<file path="config.mk">
export PLATFORM = sky130hd
export DESIGN_NAME = instr_fetch_unit
export DESIGN_NICKNAME = d
export VERILOG_FILES = /design/src/rtl/instr_fetch_unit.sv
export SDC_FILE = /design/constraint.sdc
export NUM_CORES = 1
export LEC_CHECK = 0
export BUFFER_PORTS_ARGS = -buffer_cell sky130_fd_sc_hd__buf_2
export CAP_MARGIN = 10
export CORE_ASPECT_RATIO = 1.5
export CORE_MARGIN = 3
export CORE_UTILIZATION = 41
export DETAILED_ROUTE_END_ITERATION = 10
export PLACE_DENSITY = 0.72
export SLEW_MARGIN = 20
export SYNTH_ARGS = -nofsm -noshare
export SYNTH_HDL_FRONTEND = slang
export SYNTH_SLANG_ARGS = --single-unit
</file>
<file path="constraint.sdc">
create_clock -name clk -period 2.62 [get_ports clk]
set_input_delay 0.131 -clock clk [delete_from_list [all_inputs] [get_ports clk]]
set_output_delay 0.131 -clock clk [all_outputs]
set_load 0.005 [all_outputs]
</file>
<file path="src/rtl/instr_fetch_unit.sv">
// instr_fetch_unit
//   Instruction fetch stage. Owns the PC, issues word reads to a 1-cycle
//   synchronous instruction memory and presents {instructions, pc} to the
//   decoder. A 1-entry skid buffer absorbs the response already in flight
//   when the decoder stalls. A taken decoder redirect kills all wrong-path
//   fetches.
// Ports
//   clk, rst_n     clock (rising edge), asynchronous active-low reset
//   imem_req       read request this cycle
//   imem_addr      read byte address (current fetch PC)
//   imem_rdata     data for the request issued in the previous cycle
//   stall          downstream not accepting; hold the presented instruction
//   next_pc_sel    decoder redirect request
//   target_pc      decoder redirect address
//   instructions   instruction to decoder (NOP when instr_valid=0)
//   pc             address of instructions
//   instr_valid    instructions/pc hold a real, non-killed fetch
module instr_fetch_unit #(
    parameter int                    ADDRR_BITS = 16,
    parameter logic [ADDRR_BITS-1:0] RESET_PC   = '0,
    parameter int                    PC_STEP    = 4
) (
    input  logic                  clk,
    input  logic                  rst_n,
    output logic                  imem_req,
    output logic [ADDRR_BITS-1:0] imem_addr,
    input  logic [31:0]           imem_rdata,
    input  logic                  stall,
    input  logic                  next_pc_sel,
    input  logic [ADDRR_BITS-1:0] target_pc,
    output logic [31:0]           instructions,
    output logic [ADDRR_BITS-1:0] pc,
    output logic                  instr_valid
);

    localparam logic [31:0] NOP = 32'h0000_0013;

    // RUN: skid empty. HELD: skid full, issue blocked.
    // REDIRECT: the response arriving this cycle belongs to a killed request.
    typedef enum logic [1:0] {
        RUN,
        HELD,
        REDIRECT
    } state_t;

    state_t                  state_q, state_d;

    logic [ADDRR_BITS-1:0]   fetch_pc;
    logic                    inflight_q;
    logic [ADDRR_BITS-1:0]   inflight_pc;
    logic                    valid_q;
    logic [31:0]             instr_q;
    logic [ADDRR_BITS-1:0]   pc_q;
    logic [31:0]             skid_instr;
    logic [ADDRR_BITS-1:0]   skid_pc;

    logic                    skid_valid;
    logic                    kill;
    logic                    accept;
    logic                    redirect;
    logic                    resp_ok;
    logic                    load_out;

    // ---------------- state register ----------------
    always_ff @(posedge clk or negedge rst_n) begin
        if (!rst_n) state_q <= RUN;
        else        state_q <= state_d;
    end

    // ---------------- next-state logic ----------------
    always_comb begin
        state_d = state_q;
        if (redirect) begin
            state_d = REDIRECT;
        end else begin
            unique case (state_q)
                RUN:      if (resp_ok && valid_q && stall) state_d = HELD;
                HELD:     if (accept) state_d = RUN;
                REDIRECT: state_d = RUN;
                default:  state_d = RUN;
            endcase
        end
    end

    // ---------------- output / control logic ----------------
    always_comb begin
        skid_valid = (state_q == HELD);
        kill       = (state_q == REDIRECT);
        imem_req   = !stall && !skid_valid;
        accept     = valid_q && !stall;
        redirect   = accept && next_pc_sel;
        resp_ok    = inflight_q && !kill;
        // The output register may take a new value when empty or consumed.
        load_out   = !valid_q || !stall;
    end

    // ---------------- datapath ----------------
    always_ff @(posedge clk or negedge rst_n) begin
        if (!rst_n) begin
            fetch_pc    <= RESET_PC;
            inflight_q  <= 1'b0;
            inflight_pc <= '0;
            valid_q     <= 1'b0;
            instr_q     <= NOP;
            pc_q        <= '0;
            skid_instr  <= '0;
            skid_pc     <= '0;
        end else begin
            // A request issued in a redirect cycle is still tracked; the
            // REDIRECT state discards its response.
            inflight_q <= imem_req;
            if (imem_req) inflight_pc <= fetch_pc;

            if (redirect)      fetch_pc <= target_pc;
            else if (imem_req) fetch_pc <= fetch_pc + ADDRR_BITS'(PC_STEP);

            if (redirect) begin
                // Response arriving now is younger than the branch: drop it.
                valid_q <= 1'b0;
            end else if (load_out) begin
                if (skid_valid) begin
                    valid_q <= 1'b1;
                    instr_q <= skid_instr;
                    pc_q    <= skid_pc;
                end else if (resp_ok) begin
                    valid_q <= 1'b1;
                    instr_q <= imem_rdata;
                    pc_q    <= inflight_pc;
                end else begin
                    valid_q <= 1'b0;
                end
            end else if (resp_ok) begin
                // Stalled with a valid output: park the response in the skid.
                skid_instr <= imem_rdata;
                skid_pc    <= inflight_pc;
            end
        end
    end

    assign imem_addr    = fetch_pc;
    assign instr_valid  = valid_q;
    assign pc           = pc_q;
    assign instructions = valid_q ? instr_q : NOP;

endmodule

</file>
; Yosys cells after proc, flatten, opt, wreduce, memory -nomap -nowiden
; Cells that the tools add are included.
[totals]
reg_bits = 132
output_inout_bits = 66
elab_cells = 49
input_bits = 52
[op_classes]
addsub = 1
eq_ne = 4
bitwise_logic = 2
n_mux = 15
reduce_logical = 18
[op_table]
columns = cell, n
row1 = 32-bit 2-to-1 mux, 3
row2 = 16-bit 2-to-1 mux, 4
row3 = "16-bit by 3-bit adder with 16-bit output, second input constant", 1
row4 = 1-bit logical AND, 6
row5 = 2-bit 2-to-1 mux, 3
row6 = 3-bit AND reduction, 2
row7 = 2-bit nonzero test, 3
row8 = 1-bit logical NOT, 4
row9 = 1-bit 2-to-1 mux, 4
row10 = 2-bit case mux with 2 select lines, 1
row11 = "3-bit by 1-bit != test with 1-bit output, second input constant", 1
row12 = "3-bit != test, second input constant", 1
row13 = "2-bit by 1-bit equality test with 1-bit output, second input constant", 1
row14 = "2-bit equality test, second input constant", 1
row15 = 2-bit logical NOT, 1
row16 = 1-bit inverter, 2
row17 = 2-bit AND reduction, 1
row18 = 1-bit logical OR, 1

; Longest topological paths before layout
[logic_depth]
ltp_word = 8
mapped_depth = 6
depth_no_buf = 5

; Worst setup path after synthesis
; OpenSTA, ideal clock, no wires.
[synth_path]
path_type = reg-to-reg
start = register state_q[0]
end = register fetch_pc[13], in the netlist imem_addr[13]
required_time_ns = 2.533
arrival_ns = 1.604
setup_ns = 0.087
path_buffers = 1
path_stages_with_launch = 6
period_less_slack_ns = 1.691
slack_ns = 0.929
path_cell_list = dfrtp_1 > nor2b_4 > buf_6 > or3_4 > or4_1 > o211ai_1
[synth_between]
elab_chain_len = 4
[synth_rtl]
columns = element, line
row1 = "start, declared", 46  ; state_t state_q, state_d;
row2 = "start signal, assigned", 67  ; else state_q <= state_d;
row3 = 2-bit by 1-bit equality test with 1-bit output, 87  ; skid_valid = (state_q == HELD);
row4 = 1-bit logical NOT, 89  ; imem_req = !stall && !skid_valid;
row5 = 1-bit logical AND, 89
row6 = 2-bit nonzero test (no line), n/a
row7 = "end signal, assigned", 114  ; if (redirect) fetch_pc <= target_pc;
row8 = "end signal, assigned", 115  ; else if (imem_req) fetch_pc <= fetch_pc + ADDRR_BITS'(PC_STEP);
row9 = "end, declared", 48  ; logic [ADDRR_BITS-1:0] fetch_pc;
; Every way passes these cells.
; A chain may end at the register's enable or synchronous reset.

; Worst setup path in the final report
[layout_path]
start = register state_q[0]
end = output imem_req
[layout_between]
elab_chain_len = 3
[layout_rtl]
columns = element, line
row1 = 2-bit by 1-bit equality test with 1-bit output, 87
row2 = 1-bit logical NOT, 89
row3 = 1-bit logical AND, 89
row4 = "end, declared", 25  ; output logic imem_req,
; Every way passes these cells.

==> impl_results.md <==
* Final Hold Fails at 0
* Post-synthesis mux area share at 12.7%
* WL/cell at 15.2 µm
* Finished Layout Cells at 885
* Initial Utilization at 42.2%
* Rel. slew slack at 54.0%
* Worst IR Drop VDD at 0.661 mV
* Nets at 763
* Avg Vias per Cell at 5.11
* Slowest CP cell: dfrtp_1
* Worst-Skew Late Latency at 0.41 ns
* Crit path max fanout at 33
* Worst r2r path cells at 5
* CTS buffer count at 17
* Remaining DRCs at 0
* Number of global-route vias before repair at 4377
* Final setup fails at 0
* Most used cell along the critical path: buf_4
* Share of cells above drive strength 1 at 31.7%
* Initial DRT Pass Iterations at 5
* Period utilization at 74.9%
* Library cells used by synthesis at 38
* Commonest cells after routing, fill and taps aside: 129 x dfrtp_1, 120 x nand2_1, 116 x buf_2
* Seq/Total Area, Yosys at 57.3%
* Maximum number of pins on one net before global-route repair at 97
* Cells after DPL at 804
* Multi-input combinational cell area at 0.00231 mm²
* Crit Path Class: reg -> out
* CTS root buf: clkbuf_16
* I/O pins at 118
* Die area at 0.0156 mm²
* Leakage power at 3.43 nW
* Diode count at 0
* Syn Nets at 603
* Startpoint types: flop
* Worst slew pin tran at 0.690 ns
* RePlAce Congestion at 0.811
* Mapped Cells at 550
* Setup Skew at 0.0104 ns
* Fmax at 510 MHz
* Post-synth ARST share at 100%
* Port Buf Inserts at 117
* Fin util at 55.9%
* Dpl hpwl at 9060 µm
* Post-layout min period at 1.96 ns
* Number of flops mapped to enable cells by yosys at 0
* Initial antenna violation count at 0
* Yosys reg bits at 132
* Worst R2R Start: state_q[1]
* Complex-gate fraction of the synthesized area at 7.61%
* Largest family of logic cells by synthesized area: simple AND/OR/NAND/NOR gates
* Crit path arrival time at 1.83 ns
* Max-slew violations at 0
* Synth Area in Simple Gates at 17.9%
* Status: complete, no violations
* Total GRT Usage at 17.9%
* Cts repair resizes at 0
* Worst Path Required at 2.49 ns
* Die width at 103 µm
* Max cap viols at 0
* Worst path max stage delay at 0.44 ns
* DP Area at 0.00653 mm²
* Area grow syn2layout at 32.3%
* Vias at 4524
* CP Capture Point: imem_req
* DRT iter0 DRCs at 226
* Unrepaired setup endpoints after global routing: false
* Hold Crit Class: in -> reg
* Setup TNS at 0 ns
* P per Cell Area at 1250 mW/mm²
* Synth Area in XOR/XNOR at 1.21%
* Mean Syn Cell Area at 10.5 µm²
* Reg-to-reg endpoint: imem_addr[6]
* Post-synthesis adder-cell area fraction at 0.217%
* Filler instances at 1165
* Post-route design area at 0.00763 mm²
* Die Y at 151 µm
* Final wirelength at 13500 µm
* Grt ovf at 0
* Commonest non-fill, non-tap cell in the layout: dfrtp_1
* Register Area at 0.00331 mm²
* Hold Slack at 0.110 ns
* Post-DRT Antenna Nets at 0
* Core Box Area at 0.0137 mm²
* Synth Cell Area at 0.00577 mm²
* H-tree levels at 4
* Crit. End Element: output port
* Ys Warns at 0
* Rows at 52
* R2R Setup Slk at 0.79 ns
* CTS tree: done
* First-pass GRT wire length at 21500 µm
* Clock transition at the registers of the reported paths at 0.05 ns
* Clk buf depth at 2
* Clock sink count at 132
* Crit-path cells: nor2b_4 -> buf_4 -> nor2_2 -> buf_4 -> buf_2
* CP startpoint: state_q[0]
* Main synth FF type: dfrtp_1
## cell usage after synthesis (2+ instances only)
| master | instances | area, µm² |
|---|---|---|
| inv_1 | 3 | 11.3 |
| nand4_1 | 4 | 25.0 |
| nor2_1 | 53 | 199 |
| dfstp_2 | 3 | 78.8 |
| nor3_1 | 2 | 10.0 |
| dfrtp_1 | 129 | 3230 |
| mux2_2 | 64 | 721 |
| o21ai_0 | 12 | 60.1 |
| buf_2 | 15 | 75.1 |
| nand2_1 | 120 | 450 |
| nand2b_1 | 4 | 25.0 |
| a21oi_1 | 3 | 15.0 |
| nand3_1 | 5 | 25.0 |
| a31oi_1 | 52 | 325 |
| or4_1 | 2 | 15.0 |
| nor2b_1 | 2 | 12.5 |
| nor4_1 | 2 | 12.5 |
| xor2_1 | 4 | 35.0 |
| xnor2_1 | 4 | 35.0 |
| or3_1 | 3 | 18.8 |
| and2_1 | 29 | 181 |
| clkbuf_1 | 19 | 71.3 |
## report_power, final
group	internal (mW)	leakage [nW]	switching, mW	total [mW]
Clock	1.61	0.287	0.834	2.45
Sequential	3.09	1.55	0.706	3.79
Combinational	1.63	1.60	1.64	3.27
## cell families (layout without fill, tap and decap cells)
logic type	count (synthesis)	after routing
compound gates	72	72
buf+inv	39	212
simple gates	233	233
xor+xnor	8	8
flops	132	132
mux	65	65
fa+ha+maj	1	1
## worst min path at each step
stage | start | to | slack, ns | cells after the start
floorplan | rst_n | imem_addr[0] | -0.16 | 0
global placement | rst_n | skid_instr[2] | 0.18 | 1
detailed placement | rst_n | instr_q[3] | 0.20 | 1
CTS | next_pc_sel | instr_valid | 0.08 | 3
global route | next_pc_sel | instr_valid | 0.12 | 3
finish | next_pc_sel | instr_valid | 0.11 | 3
## layout make-up
class | count | area share, %
Sequential cell | 132 | 43.3
Inverter | 3 | 0.147
Clock buffer | 23 | 6.00
Clock inverter | 9 | 2.00
Tap cell | 162 | 2.65
Multi-Input combinational cell | 379 | 30.3
Timing Repair Buffer | 177 | 15.6
## sequential cells by signal, indices dropped and copies added (netlist names)
name	flops
pc	16
instr_valid	1
instr_q	32
imem_addr	16
state_q	2
inflight_pc	16
skid_instr	32
inflight_q	1
skid_pc	16
## routing by layer
| metal | track usage [%] | vias up | part of all wire, % |
|---|---|---|---|
| li1 | - | 2193 | - |
| met5 | 0 | - | 0 |
| met3 | 4.19 | 24 | 3.9 |
| met2 | 29.8 | 123 | 52 |
| met4 | 8.81 | 0 | 2.3 |
| met1 | 21.5 | 2184 | 42 |
## stage by stage
stage / worst slack (ns) / total power, mW
2_1_floorplan: 0.929 / 5.80
3_3_place_gp: 0.928 / 6.91
3_5_place_dp: 0.809 / 7.08
4_1_cts: 0.624 / 9.62
5_1_grt: 0.521 / 10.2
6_report: 0.658 / 9.51
## worst max-delay path, delay by kind of cell (launching register included)
family | cells | cell delay (ns)
buffers and inverters | 3 | 0.73
DFF | 1 | 0.44
and+or+nand+nor | 2 | 0.25
## what timing repair did
action / in CTS / in global routing
endpoints found under the hold margin: 151 / 0
hold buffers: 49 / 0
setup buffers: 0 / 0
(Power assumes the default switching activity.)
